$ cat src/rtl/fetch_align.sv
// fetch_align: halfword realignment queue between the fetch unit and decode.
// Accepts FW-bit fetch words, drops the leading halfwords of the first word
// after a redirect, and presents one 16-bit halfword per pop with its PC and
// a light branch/jump predecode.
module fetch_align #(
  parameter int unsigned FW    = 32,
  parameter int unsigned DEPTH = 8,
  parameter int unsigned RV    = 32
) (
  input  logic                     clk,
  input  logic                     reset,
  input  logic                     fetch_valid,
  output logic                     fetch_ready,
  input  logic [FW-1:0]            fetch_data,
  input  logic                     flush,
  input  logic [RV-1:0]            flush_pc,
  output logic                     ins_valid,
  input  logic                     ins_ready,
  output logic [15:0]              ins,
  output logic [RV-1:0]            ins_pc,
  output logic                     pre_br,
  output logic                     pre_jmp,
  output logic [$clog2(DEPTH):0]   count
);

  localparam int unsigned HW  = FW / 16;
  localparam int unsigned AW  = $clog2(DEPTH);
  localparam int unsigned CW  = AW + 1;
  localparam int unsigned SKW = $clog2(FW / 8) - 1;

  logic [15:0]    r_mem [DEPTH];
  logic [AW-1:0]  r_head;
  logic [AW-1:0]  r_tail;
  logic [CW-1:0]  r_count;
  logic [RV-1:0]  r_pc;
  logic [SKW-1:0] r_skip;
  logic           r_run;

  logic [CW-1:0]  w_free;
  logic [CW-1:0]  w_npush;
  logic [FW-1:0]  w_data;
  logic           w_push;
  logic           w_pop;

  // Handshake and occupancy; readiness uses occupancy before this cycle's pop
  assign w_free      = CW'(DEPTH) - r_count;
  assign fetch_ready = r_run && (w_free >= CW'(HW));
  assign ins_valid   = (r_count != '0);
  assign w_push      = fetch_valid & fetch_ready & ~flush;
  assign w_pop       = ins_valid & ins_ready & ~flush;
  assign w_npush     = w_push ? (CW'(HW) - CW'(r_skip)) : '0;
  // Shift the skipped leading halfwords out so kept halfwords start at bit 0
  assign w_data      = fetch_data >> {r_skip, 4'b0000};

  assign ins    = r_mem[r_head];
  assign ins_pc = r_pc;
  assign count  = r_count;

  // Predecode of the head halfword, forced low when the queue is empty
  always_comb begin
    pre_br  = 1'b0;
    pre_jmp = 1'b0;
    if (ins_valid) begin
      if (ins[1:0] == 2'b01) begin
        pre_br = (ins[15:13] == 3'b001) || (ins[15:13] == 3'b101) ||
                 (ins[15:13] == 3'b110) || (ins[15:13] == 3'b111);
      end else if (ins[1:0] == 2'b11) begin
        pre_br = (ins[15:14] == 2'b11);
      end
      pre_jmp = (ins[1:0] == 2'b10) && (ins[15:13] == 3'b100) &&
                (ins[6:2] == 5'b00000);
    end
  end

  // Queue storage: write the kept halfwords in ascending order at the tail
  always_ff @(posedge clk) begin
    for (int unsigned j = 0; j < HW; j++) begin
      if (CW'(j) < w_npush) begin
        r_mem[r_tail + AW'(j)] <= w_data[16*j +: 16];
      end
    end
  end

  // Pointers, occupancy, head PC, pending skip and run flag
  always_ff @(posedge clk or posedge reset) begin
    if (reset) begin
      r_head  <= '0;
      r_tail  <= '0;
      r_count <= '0;
      r_pc    <= '0;
      r_skip  <= '0;
      r_run   <= 1'b0;
    end else begin
      r_run <= 1'b1;
      if (flush) begin
        r_count <= '0;
        r_head  <= r_tail;
        r_pc    <= {flush_pc[RV-1:1], 1'b0};
        r_skip  <= flush_pc[SKW:1];
      end else begin
        r_tail  <= r_tail + AW'(w_npush);
        r_head  <= r_head + AW'(w_pop);
        r_count <= r_count + w_npush - CW'(w_pop);
        if (w_pop) begin
          r_pc <= r_pc + RV'(2);
        end
        if (w_push) begin
          r_skip <= '0;
        end
      end
    end
  end

endmodule

$ cat config.mk
export PLATFORM = sky130hd
export DESIGN_NAME = fetch_align
export DESIGN_NICKNAME = d
export VERILOG_FILES = /design/src/rtl/fetch_align.sv
export SDC_FILE = /design/constraint.sdc
export NUM_CORES = 1
export LEC_CHECK = 0
export CORE_MARGIN = 1
export CORE_UTILIZATION = 56
export CTS_CLUSTER_SIZE = 8
export DETAILED_ROUTE_END_ITERATION = 16
export GPL_ROUTABILITY_DRIVEN = 0
export PLACE_DENSITY = 0.87
export SKIP_LAST_GASP = 1
export SYNTH_ARGS = -nofsm -noshare
export SYNTH_HDL_FRONTEND = slang
export SYNTH_SLANG_ARGS = --single-unit
$ cat constraint.sdc
create_clock -name clk -period 4.4 [get_ports clk]
set_input_delay 0.88 -clock clk [delete_from_list [all_inputs] [get_ports clk]]
set_output_delay 0.88 -clock clk [all_outputs]
set_load 0.005 [all_outputs]
# --- Word-level counts from Yosys, hierarchy flattened ---
# Memory sizes are Yosys's and may differ from the RTL's.
# Cells that the tools add are included.
# Widths: inputs -> output; s select.
totals:
  ff_bits: 44
  mem_bits_rw: 128
  input_bits: 69
  out_inout_bits: 56
  word_cells: 58
  memories: 1
classes:
  n_addsub: 8
  order_cmp: 3
  n_eq_ne: 9
  shifts: 1
  muxes: 15
  n_bitwise: 5
  reduce_logical: 10
memory_table:
  columns: ["name", "words", "width", "rd", "rd_clocked_by_memory_dff", "write_ports", "line_no", "text"]
  rows:
  - ["r_mem", 8, 16, 1, 0, 2, "31", "logic [15:0] r_mem [DEPTH];"]
ops:
  columns: ["operator", "count"]
  rows:
  - ["$mux 32", 2]
  - ["$add 32x2->32 const B", 1]
  - ["$shr 32x5->32", 1]
  - ["$eq 3x3->1 const B", 4]
  - ["$mux 1", 10]
  - ["$lt 1x4->1 const A", 2]
  - ["$mux 4", 2]
  - ["$eq 2x2->1 const B", 3]
  - ["$logic_not 5->1", 1]
  - ["$add 4x4->4", 1]
  - ["$and 1x1->1", 4]
  - ["$ge 4x2->1 const B", 1]
  - ["$reduce_bool 2->1", 2]
  - ["$reduce_bool 4->1", 1]
  - ["$sub 4x1->4", 1]
  - ["$sub 4x4->4 const A", 1]
  - ["$add 3x1->3", 1]
  - ["$add 3x1->3 const B", 1]
  - ["$add 3x3->3", 1]
  - ["$eq 3x1->1 const B", 1]
  - ["$logic_and 1x1->1", 3]
  - ["$logic_or 1x1->1", 3]
  - ["$mux 3", 1]
  - ["$sub 2x1->3 const A", 1]
  - ["2 further kinds", 2]

# --- Longest topological paths before layout ---
# Gate-level depths: netlist of the first run.
logic_depth:
  ltp_word: 9
  ltp_mapped: 13
  mapped_depth_nobuf: 12

# --- Least setup slack after synthesis of the first run ---
# Ideal clock, no wire load.
synth_timing:
  path_type: "register to register"
  startpoint: "register r_count[2] (netlist: count[2])"
  endpoint: "memory r_mem[2][0] (enable)"
  setup_ps: 414
  arrival_ps: 2804
  required_ps: 3986
  slack_ps: 1182
  stages_incl_launch_ff: 6
  n_path_buf: 1
  period_less_slack_ps: 3218
  path_cell_list: "dfrtp_1 or4_4 a41oi_2 buf_6 nand3_1 o31ai_1"
synth_lines:
  columns: ["item", "line_no", "text"]
  rows:
  - ["from (decl)", "34", "logic [CW-1:0] r_count;"]
  - ["from (signal assigned)", "103", "r_count <= r_count + w_npush - CW'(w_pop);"]
  - ["to (decl)", "31", null]

# --- Final worst setup path of the first run ---
layout_timing:
  startpoint: "register r_head[0]"
  endpoint: "output pre_jmp"
layout_between:
  elab_chain_cells: 5
  word_cells_on_any_way: 7
  classes_between: "eq/ne: 2; mux: 1; reduce/logical: 3; memory: 1"
layout_lines:
  columns: ["item", "line_no", "text"]
  rows:
  - ["from (decl)", "32", "logic [AW-1:0] r_head;"]
  - ["from (signal assigned)", "97", "r_head <= r_tail;"]
  - ["from (signal assigned)", "102", "r_head <= r_head + AW'(w_pop);"]
  - ["$mem_v2 8x16 (*)", null, null]
  - ["$eq 3x3->1 / $eq 2x2->1 (equally long branches)", "70", "pre_jmp = (ins[1:0] == 2'b10) && (ins[15:13] == 3'b100) &&"]
  - ["$logic_and 1x1->1", "70", null]
  - ["$logic_and 1x1->1 (*)", "70", null]
  - ["$mux 1 (*)", "63", "if (ins_valid) begin"]
  - ["to (decl)", "22", "output logic pre_jmp,"]
# Every way passes the cells marked *; elsewhere a longest branch is shown, timed or not.

==> results_dict.tcl, run 1 <==
set metrics [dict create \
    clockBufferDepth 2 \
    yosys_register_bits 171 \
    synth_largest_type_area_fraction_pct 39.5 \
    post-cts-setup-buffers 0 \
    worstHoldEndpoint "ins_pc[15]" \
    synth_edf_count 128 \
    initial_core_util_pct 58.0 \
    regToRegStartpoint "r_skip" \
    holdBufCountCts 0 \
    maxSlewHeadroom_pct 25.9 \
    worst-endpoint-required_ps 3520 \
    cts-resized-gates 0 \
    timing.critical_path.fanout_max 14 \
    critical_path.endpoint_type "output port" \
    synth.net_count 810 \
    dieArea_um2 17900 \
    cts_tree "built" \
    synth_commonest_cells "143 x mux2_2, 128 x edfxtp_1, 43 x dfrtp_1, 40 x nand2_1, 27 x inv_1" \
    layout_worst_path_cycle_share_pct 92.6 \
    clk_pin_slew_worst_paths_ps 70 \
    finClkSkew_ps 6.04 \
    sequential_cell_area_um2 4920 \
    worst_path_largest_cell_delay_ps 690 \
    final_antenna_net_count 0 \
    netlist-cell-type-count 56 \
    count_of_cells_along_the_worst_register_to_register_path 5 \
    post-layout-total-power_mw 5.72 \
    drt_wl_total_um 25400 \
    synth-main-ff-cell "edfxtp_1" \
    worst_skew_pair.late_latency_ps 430 \
    synth_most_common_cell "mux2_2" \
    final_hold_vios 0 \
    biggest_area_contributors_in_the_synthesized_netlist "edfxtp_1 40%, mux2_2 17%, dfrtp_1 11%" \
    num_io_pins 125 \
    pre_cts_ws_ps 782 \
    detail_route.drc_violations 0 \
    timing.critical_path.cells "buf_4 -> mux4_2 -> mux2i_1 -> nand3_1 -> nor4_1 -> clkdlybuf4s50_1" \
    number_of_global_route_vias_before_repair 7252 \
    cts_max_level 4 \
    synth_warnings 0 \
    r2r_setup_slack_ps 1140 \
    fp.coreArea_um2 16800 \
    wl_per_cell_um 23.5 \
    grt_start_max_net_pins 74 \
    post_synthesis_sequential_area_ratio_pct 50.6 \
    syn-cell-area_um2 9720 \
    grt_setup_unrepaired "false" \
    hold_path.startpoint "ins_pc[15]" \
    critPathKind "flip-flop to output port" \
    first_pass_grt_wire_length_um 39700 \
    place.port_buffers 122 \
    hpwlAfterDp_um 16400 \
    timing_max_transition_violations_final 0 \
    cts_buffers 17 \
    overall_global_routing_usage_pct 29.5 \
    die_w_um 134 \
    drtPass1Iterations 5 \
    clk_root_buf "clkbuf_16" \
    hold-worst-slack_ps 631 \
    whs_path_depth 2 \
    post_route_cells_drive_above_1_share_pct 29.5 \
    critPathSlowestCell "dfrtp_2" \
    synth_area_per_cell_um2 13.4 \
    max_slew.worst_pin.slew_ps 1110 \
    first_iter_violations 601 \
    dieHeight_um 134 \
    nFillCells 1090 \
    min_period_ps 4080 \
    timing.rr.end "r_mem[1][15]" \
    via_count 7174 \
    setup_total_negative_slack_ps 0 \
    hold_path.class "flip-flop to flip-flop" \
    num-nets-final 935 \
    multi_input_comb_area_um2 4450 \
    arrival_ps 3200 \
    power_density_cells_nw_per_um2 487 \
    startpoint_type "flip-flop" \
    total_leakage_power_nw 4.24 \
    setup_viol 0 \
    gate_count_after_technology_mapping 726 \
    max_cap_violations 0 \
    viasPerCell 6.62 \
    final_core_util_pct 70.1 \
    layout-area-overhead-vs-synth_pct 20.8 \
    antenna_found_initial 0 \
    fin_ws_ps 325 \
    synth_largest_area_cell "edfxtp_1" \
    vdd.ir_drop.worst_uv 364 \
    outcome "finished clean" \
    gr-total-overflow 0 \
    clock.fmax_ghz 0.245 \
    synth_async_sr_flop_share_pct 25.1 \
    fp-row-count 47 \
    cts_sinks 171 \
]
-- cell type report --
type | count | share of cell area, %
diodes | 1 | 0.0213
clock buffers | 17 | 3.62
clock inverters | 14 | 1.17
inverters | 28 | 0.895
multi-input cells | 484 | 37.9
flip-flops and latches | 171 | 41.9
well taps | 220 | 2.34
repair buffers | 149 | 12.2
-- power breakdown --
group          switching (mW)  leakage, nW  total (mW)  internal, mW
clock                   0.663        0.265        1.45         0.789
combinational           0.941         2.30        2.10          1.16
sequential              0.234         1.67        2.17          1.94
-- placed cells by master (no fill, tap or decap), types with 5 or more instances in the layout --
cell and n:
buf_4 26, dfrtp_1 42, clkbuf_16 17, nor2b_1 12
ha_1 13, or2_2 5, nand4_1 20, mux2i_1 23
nor2_1 19, nor3_1 9, and4_1 7, inv_1 26
a31oi_1 8, and3_1 8, and2_1 5, o21ai_0 18
a22oi_1 8, clkdlybuf4s50_1 121, xnor2_1 8, o31ai_1 12
mux2_4 9, nand2_1 40, xor2_1 6, inv_6 5
nand3_1 25, or4_1 5, o311ai_0 11, mux2_2 143
mux4_2 26, edfxtp_1 128
-- worst max-delay path by stage --
| stage | from | end | slack, ps | cells after the start |
|---|---|---|---|---|
| finish | r_head[0] | pre_jmp | 320 | 6 |
| global route | r_head[0] | pre_jmp | 110 | 6 |
| CTS | r_head[0] | pre_jmp | 310 | 6 |
| detailed placement | r_head[0] | pre_br | 780 | 6 |
| global placement | r_head[0] | pre_br | 800 | 6 |
| floorplan | count[2] | r_mem[2][0] | 1180 | 5 |
-- metrics by stage --
step | cell area [um^2] | std cells
2_1_floorplan | 9720 | 726
3_3_place_gp | 11200 | 1052
3_5_place_dp | 11200 | 1052
4_1_cts | 11700 | 1083
5_1_grt | 11700 | 1083
6_report | 11700 | 1084
-- per-layer routing --
layer	global-route usage (%)	part of all wire, %	vias up
li1	-	-	3067
met1	38.3	38	3527
met2	49.1	49	514
met3	5.63	9.3	66
met4	11.5	2.9	0
met5	0	0	-
-- state kept, by name (all words and copies together), names as in the netlist --
register and cells:
r_tail 3, r_head 3, r_run 1, count 4, r_mem 128, ins_pc 31, r_skip 1
-- worst max-delay path: cells and delay by family, from the launching register on --
kind,cells,cell delay [ps]
and+or+nand+nor,2,330
muxes,2,860
DFF,1,690
buffers and inverters,2,890
-- kinds of logic (layout without fill, tap and decap cells) --
group,Yosys count,after routing,synth area share [%]
AOI/OAI and AO/OA,76,76,5.51
and+or+nand+nor,175,175,10.3
adders and majority gates,15,15,2.08
other,2,3,0.0772
DFF,171,171,50.6
muxes,202,202,26.5
buffers and inverters,71,208,3.72
xor gates and xnor gates,14,14,1.26
Note: power is estimated with default switching activity, not from simulation.
==> run 2: changes to the inputs <==
--- a/config.mk
+++ b/config.mk
@@ -5,8 +5,10 @@
 export SDC_FILE = /design/constraint.sdc
 export NUM_CORES = 1
 export LEC_CHECK = 0
+export CELL_PAD_IN_SITES_DETAIL_PLACEMENT = 1
+export CELL_PAD_IN_SITES_GLOBAL_PLACEMENT = 1
 export CORE_MARGIN = 1
-export CORE_UTILIZATION = 56
+export CORE_UTILIZATION = 46
 export CTS_CLUSTER_SIZE = 8
 export DETAILED_ROUTE_END_ITERATION = 16
 export GPL_ROUTABILITY_DRIVEN = 0
==> results_dict.tcl, run 2 (same netlist as run 1, synthesis figures left out) <==
set metrics [dict create \
    grt_setup_unrepaired "false" \
    die_w_um 147 \
    clk_pin_slew_worst_paths_ps 80 \
    place.port_buffers 122 \
    antenna_found_initial 0 \
    pre_cts_ws_ps 777 \
    drt_wl_total_um 29100 \
    critical_path.endpoint_type "output port" \
    hold_path.startpoint "ins_pc[15]" \
    cts_max_level 4 \
    layout_common_cells "143 x mux2_2, 128 x edfxtp_1, 121 x clkdlybuf4s50_1" \
    via_count 7026 \
    clock.fmax_ghz 0.244 \
    arrival_ps 3220 \
    worst-endpoint-required_ps 3520 \
    post-cts-setup-buffers 0 \
    startpoint_type "flip-flop" \
    layout_worst_path_cycle_share_pct 93.2 \
    dieArea_um2 21700 \
    drtPass1Iterations 5 \
    clockBufferDepth 2 \
    sequential_cell_area_um2 4920 \
    power_density_cells_nw_per_um2 498 \
    layout.cells.non_filler 1131 \
    max_cap_violations 0 \
    hold_path.class "flip-flop to flip-flop" \
    nFillCells 2050 \
    critical_path.startpoint "r_head[0]" \
    antenna_cells_inserted 0 \
    wl_per_cell_um 25.7 \
    finClkSkew_ps 15.1 \
    fp-row-count 52 \
    detail_route.drc_violations 0 \
    post-layout-total-power_mw 5.89 \
    timing_max_transition_violations_final 0 \
    worst_skew_pair.late_latency_ps 440 \
    overall_global_routing_usage_pct 28.0 \
    dr_wl_met2_um 15300 \
    highest_layer "met4" \
    critPathKind "flip-flop to output port" \
    grt_start_max_net_pins 73 \
    placed_cells 1099 \
    holdBufCountCts 0 \
    number_of_global_route_vias_before_repair 7684 \
    maxSlewHeadroom_pct 36.2 \
    first_iter_violations 459 \
    largest_reg_flops 128 \
    setup_total_negative_slack_ps 0 \
    max_flop_register "r_mem" \
    initial_core_util_pct 47.4 \
    dieHeight_um 147 \
    total_leakage_power_nw 4.26 \
    multi_input_comb_area_um2 4450 \
    clk_root_buf "clkbuf_16" \
    fin_ws_ps 299 \
    cts_sinks 171 \
    gr-total-overflow 0 \
    final_hold_vios 0 \
    regToRegStartpoint "count[0]" \
    layout.cells.most_common "mux2_2" \
    viasPerCell 6.21 \
    setup_viol 0 \
    fp.coreArea_um2 20500 \
    max_slew.worst_pin.slew_ps 956 \
    cts_buffers 17 \
    num_io_pins 125 \
    final_antenna_net_count 0 \
    layout-area-overhead-vs-synth_pct 21.6 \
    met1Wirelength_um 11400 \
    cts-resized-gates 0 \
    min_period_ps 4100 \
    timing.critical_path.fanout_max 20 \
    num-nets-final 932 \
    dr_wl_met3_um 1640 \
    hpwlAfterDp_um 18500 \
    post_route_cells_drive_above_1_share_pct 29.5 \
    first_pass_grt_wire_length_um 45300 \
    outcome "finished clean" \
    vdd.ir_drop.worst_uv 273 \
    cts_tree "built" \
]
-- run 2: cell count changes in the layout (fill, tap and decap cells not counted), sizes merged --
| cell | change |
|---|---|
| buf | -3 |
| bufinv | +2 |
| clkinv | +2 |
| clkinvlp | -3 |
| diode | -1 |
-- run 2: stage by stage --
step	hold WS (ps)	utilization, %	cell area [um^2]
finish	624	57.7	11800
global route	659	57.7	11800
CTS	618	57.7	11800
detailed placement	604	54.7	11200
global placement	595	54.7	11200
floorplan	570	-	9720
-- run 2: layout make-up --
class / instances / share of cell area [%]
tap: 270 / 2.86
clock buffer: 17 / 3.60
clock inverter: 15 / 1.58
inverter: 28 / 0.889
timing repair buffer: 146 / 11.8
multi-input combinational: 484 / 37.7
sequential: 171 / 41.6
-- run 2: metal layers --
metal | track usage [%] | vias to the layer above
li1 | - | 3056
met1 | 33.6 | 3611
met2 | 50.0 | 289
met3 | 4.97 | 70
met4 | 10.7 | 0
met5 | 0 | -
-- run 2: path summary, 6_finish.rpt --
kind	slack, ps	depth (start not counted)	to
max in group asynchronous	2760	2	r_head[0]
worst max-delay path	300	6	pre_jmp
worst min-delay path	620	2	ins_pc[15]
min in group asynchronous	980	2	ins_pc[15]
worst min register to register	620	2	ins_pc[15]
worst max register to register	1070	8	r_mem[7][10]
-- run 2: report_power, final --
part	internal, mW	switching (mW)	leakage, nW
sequential	1.93	0.257	1.67
clock	0.905	0.685	0.299
combinational	1.16	0.953	2.29
total	3.99	1.89	4.26
-- run 2: critical path, stage by stage (launching register included) --
cell and delay (ps):
dfrtp_2 760, buf_4 450, mux2i_1 260, mux4_2 300, a21bo_2 230, nor4_1 230
clkdlybuf4s50_1 550
==> run 3: changes to the inputs <==
--- a/config.mk
+++ b/config.mk
@@ -8,12 +8,13 @@
 export CELL_PAD_IN_SITES_DETAIL_PLACEMENT = 1
 export CELL_PAD_IN_SITES_GLOBAL_PLACEMENT = 1
 export CORE_MARGIN = 1
-export CORE_UTILIZATION = 46
+export CORE_UTILIZATION = 50
 export CTS_CLUSTER_SIZE = 8
 export DETAILED_ROUTE_END_ITERATION = 16
 export GPL_ROUTABILITY_DRIVEN = 0
-export PLACE_DENSITY = 0.87
+export PLACE_DENSITY = 0.93
 export SKIP_LAST_GASP = 1
 export SYNTH_ARGS = -nofsm -noshare
 export SYNTH_HDL_FRONTEND = slang
 export SYNTH_SLANG_ARGS = --single-unit
+export TNS_END_PERCENT = 10
==> constraint.sdc (replaced) <==
create_clock -name clk -period 5.3 [get_ports clk]
set_input_delay 1.06 -clock clk [delete_from_list [all_inputs] [get_ports clk]]
set_output_delay 1.06 -clock clk [all_outputs]
set_load 0.005 [all_outputs]
==> results_dict.tcl, run 3 (same netlist as run 1, synthesis figures left out) <==
set metrics [dict create \
    finClkSkew_ps 9.22 \
    dieHeight_um 141 \
    cts_sinks 171 \
    critPathSlowestCell "dfrtp_1" \
    clock.fmax_ghz 0.221 \
    cts_buffers 17 \
    first_iter_violations 462 \
    setup_total_negative_slack_ps 0 \
    arrival_ps 3470 \
    cts_tree "built" \
    final_antenna_net_count 0 \
    die_w_um 141 \
    largest_reg_flops 128 \
    critPathKind "flip-flop to output port" \
    overall_global_routing_usage_pct 30.6 \
    max_cap_violations 0 \
    dieArea_um2 20000 \
    final_hold_vios 0 \
    nFillCells 1850 \
    setup_viol 0 \
    cts-resized-gates 0 \
    outcome "finished clean" \
    first_pass_grt_wire_length_um 45300 \
    max_slew.worst_pin.slew_ps 1240 \
    maxSlewHeadroom_pct 17.5 \
    drtPass1Iterations 5 \
    layout.cells.most_common "mux2_2" \
    layout_worst_path_cycle_share_pct 85.4 \
    hold_path.class "flip-flop to flip-flop" \
    number_of_global_route_vias_before_repair 7691 \
    multi_input_comb_area_um2 4450 \
    initial_core_util_pct 51.5 \
    via_count 7069 \
    wl_per_cell_um 25.8 \
    place.port_buffers 122 \
    grt_start_max_net_pins 69 \
    critical_path.endpoint_type "output port" \
    holdBufCountCts 0 \
    clockBufferDepth 2 \
    post-cts-setup-buffers 0 \
    worst_path_largest_cell_delay_ps 1170 \
    antenna_cells_inserted 0 \
    worst-endpoint-required_ps 4240 \
    post_route_cells_drive_above_1_share_pct 28.7 \
    timing_max_transition_violations_final 0 \
    drt_wl_total_um 28800 \
    layout.cells.non_filler 1117 \
    grt_setup_unrepaired "false" \
    min_period_ps 4530 \
    vdd.ir_drop.worst_uv 319 \
    timing.critical_path.fanout_max 22 \
    viasPerCell 6.33 \
    fp-row-count 50 \
    layout-area-overhead-vs-synth_pct 20.8 \
    fin_ws_ps 775 \
    cts_max_level 4 \
    gr-total-overflow 0 \
    clk_pin_slew_worst_paths_ps 70 \
    fp.coreArea_um2 18900 \
    num_io_pins 125 \
    max_flop_register "r_mem" \
    pre_cts_ws_ps 1250 \
    antenna_found_initial 0 \
    worst_skew_pair.late_latency_ps 450 \
    detail_route.drc_violations 0 \
    num-nets-final 928 \
    hpwlAfterDp_um 18900 \
    placed_cells 1085 \
    layout_common_cells "143 x mux2_2, 128 x edfxtp_1, 121 x clkdlybuf4s50_1" \
    startpoint_type "flip-flop" \
    timing.critical_path.cells "mux4_2 -> mux2_2 -> nand3b_1 -> a221oi_1 -> clkdlybuf4s50_1" \
    power_density_cells_nw_per_um2 411 \
    sequential_cell_area_um2 4920 \
    clk_root_buf "clkbuf_16" \
    total_leakage_power_nw 4.20 \
]
## run 3: cell count changes in the layout (fill, tap and decap cells not counted)
cell	before	now
clkinvlp_4	1	5
clkinv_1	1	3
clkinv_4	3	2
clkbuf_1	0	1
inv_2	1	0
bufinv_16	3	2
inv_6	6	2
o21bai_2	1	0
buf_4	24	20
o21bai_1	3	4
## run 3: cell type report
type / count / area share, %
sequential: 171 / 41.9
clock buffer: 18 / 3.65
multi-input combinational: 484 / 37.9
timing repair buffer: 142 / 11.6
inverter: 28 / 0.895
tap: 260 / 2.77
clock inverter: 14 / 1.25
## run 3: final timing paths
path | start | endpoint | slack [ps] | cells after the start
max | r_head[2] | pre_br | 770 | 5
min | ins_pc[8] | ins_pc[8] | 630 | 2
max reg2reg | count[0] | r_mem[6][11] | 1630 | 8
min reg2reg | ins_pc[8] | ins_pc[8] | 630 | 2
max in group asynchronous | reset | r_head[0] | 3780 | 3
min in group asynchronous | reset | ins_pc[27] | 1080 | 3
## run 3: where the power goes
| group | switching [mW] | total [mW] | internal, mW |
|---|---|---|---|
| clock network | 0.549 | 1.24 | 0.693 |
| logic | 0.785 | 1.74 | 0.951 |
| registers | 0.246 | 1.85 | 1.61 |
## run 3: per-stage QoR
stage	total power, mW	hold WS (ps)	utilization, %	instance area (um^2)
6_report	4.83	632	62.2	11700
5_1_grt	5.01	681	62.2	11700
3_3_place_gp	3.44	606	59.1	11200
2_1_floorplan	2.84	570	-	9720
3_5_place_dp	3.59	610	59.1	11200
4_1_cts	4.84	635	62.2	11700
## run 3: critical path: cells and delay by family (launching register included)
family	cells	cell delay (ps)
buffers and inverters	1	560
muxes	2	770
AOI/OAI and AO/OA	1	330
DFF	1	1170
and+or+nand+nor	1	190
## run 3: routing by layer
metal	up-vias	share of wire, %	track usage (%)
met3	79	5.3	4.59
li1	3056	-	-
met2	309	52	54.1
met5	-	0	0
met1	3625	39	37.0
met4	0	3.4	13.6
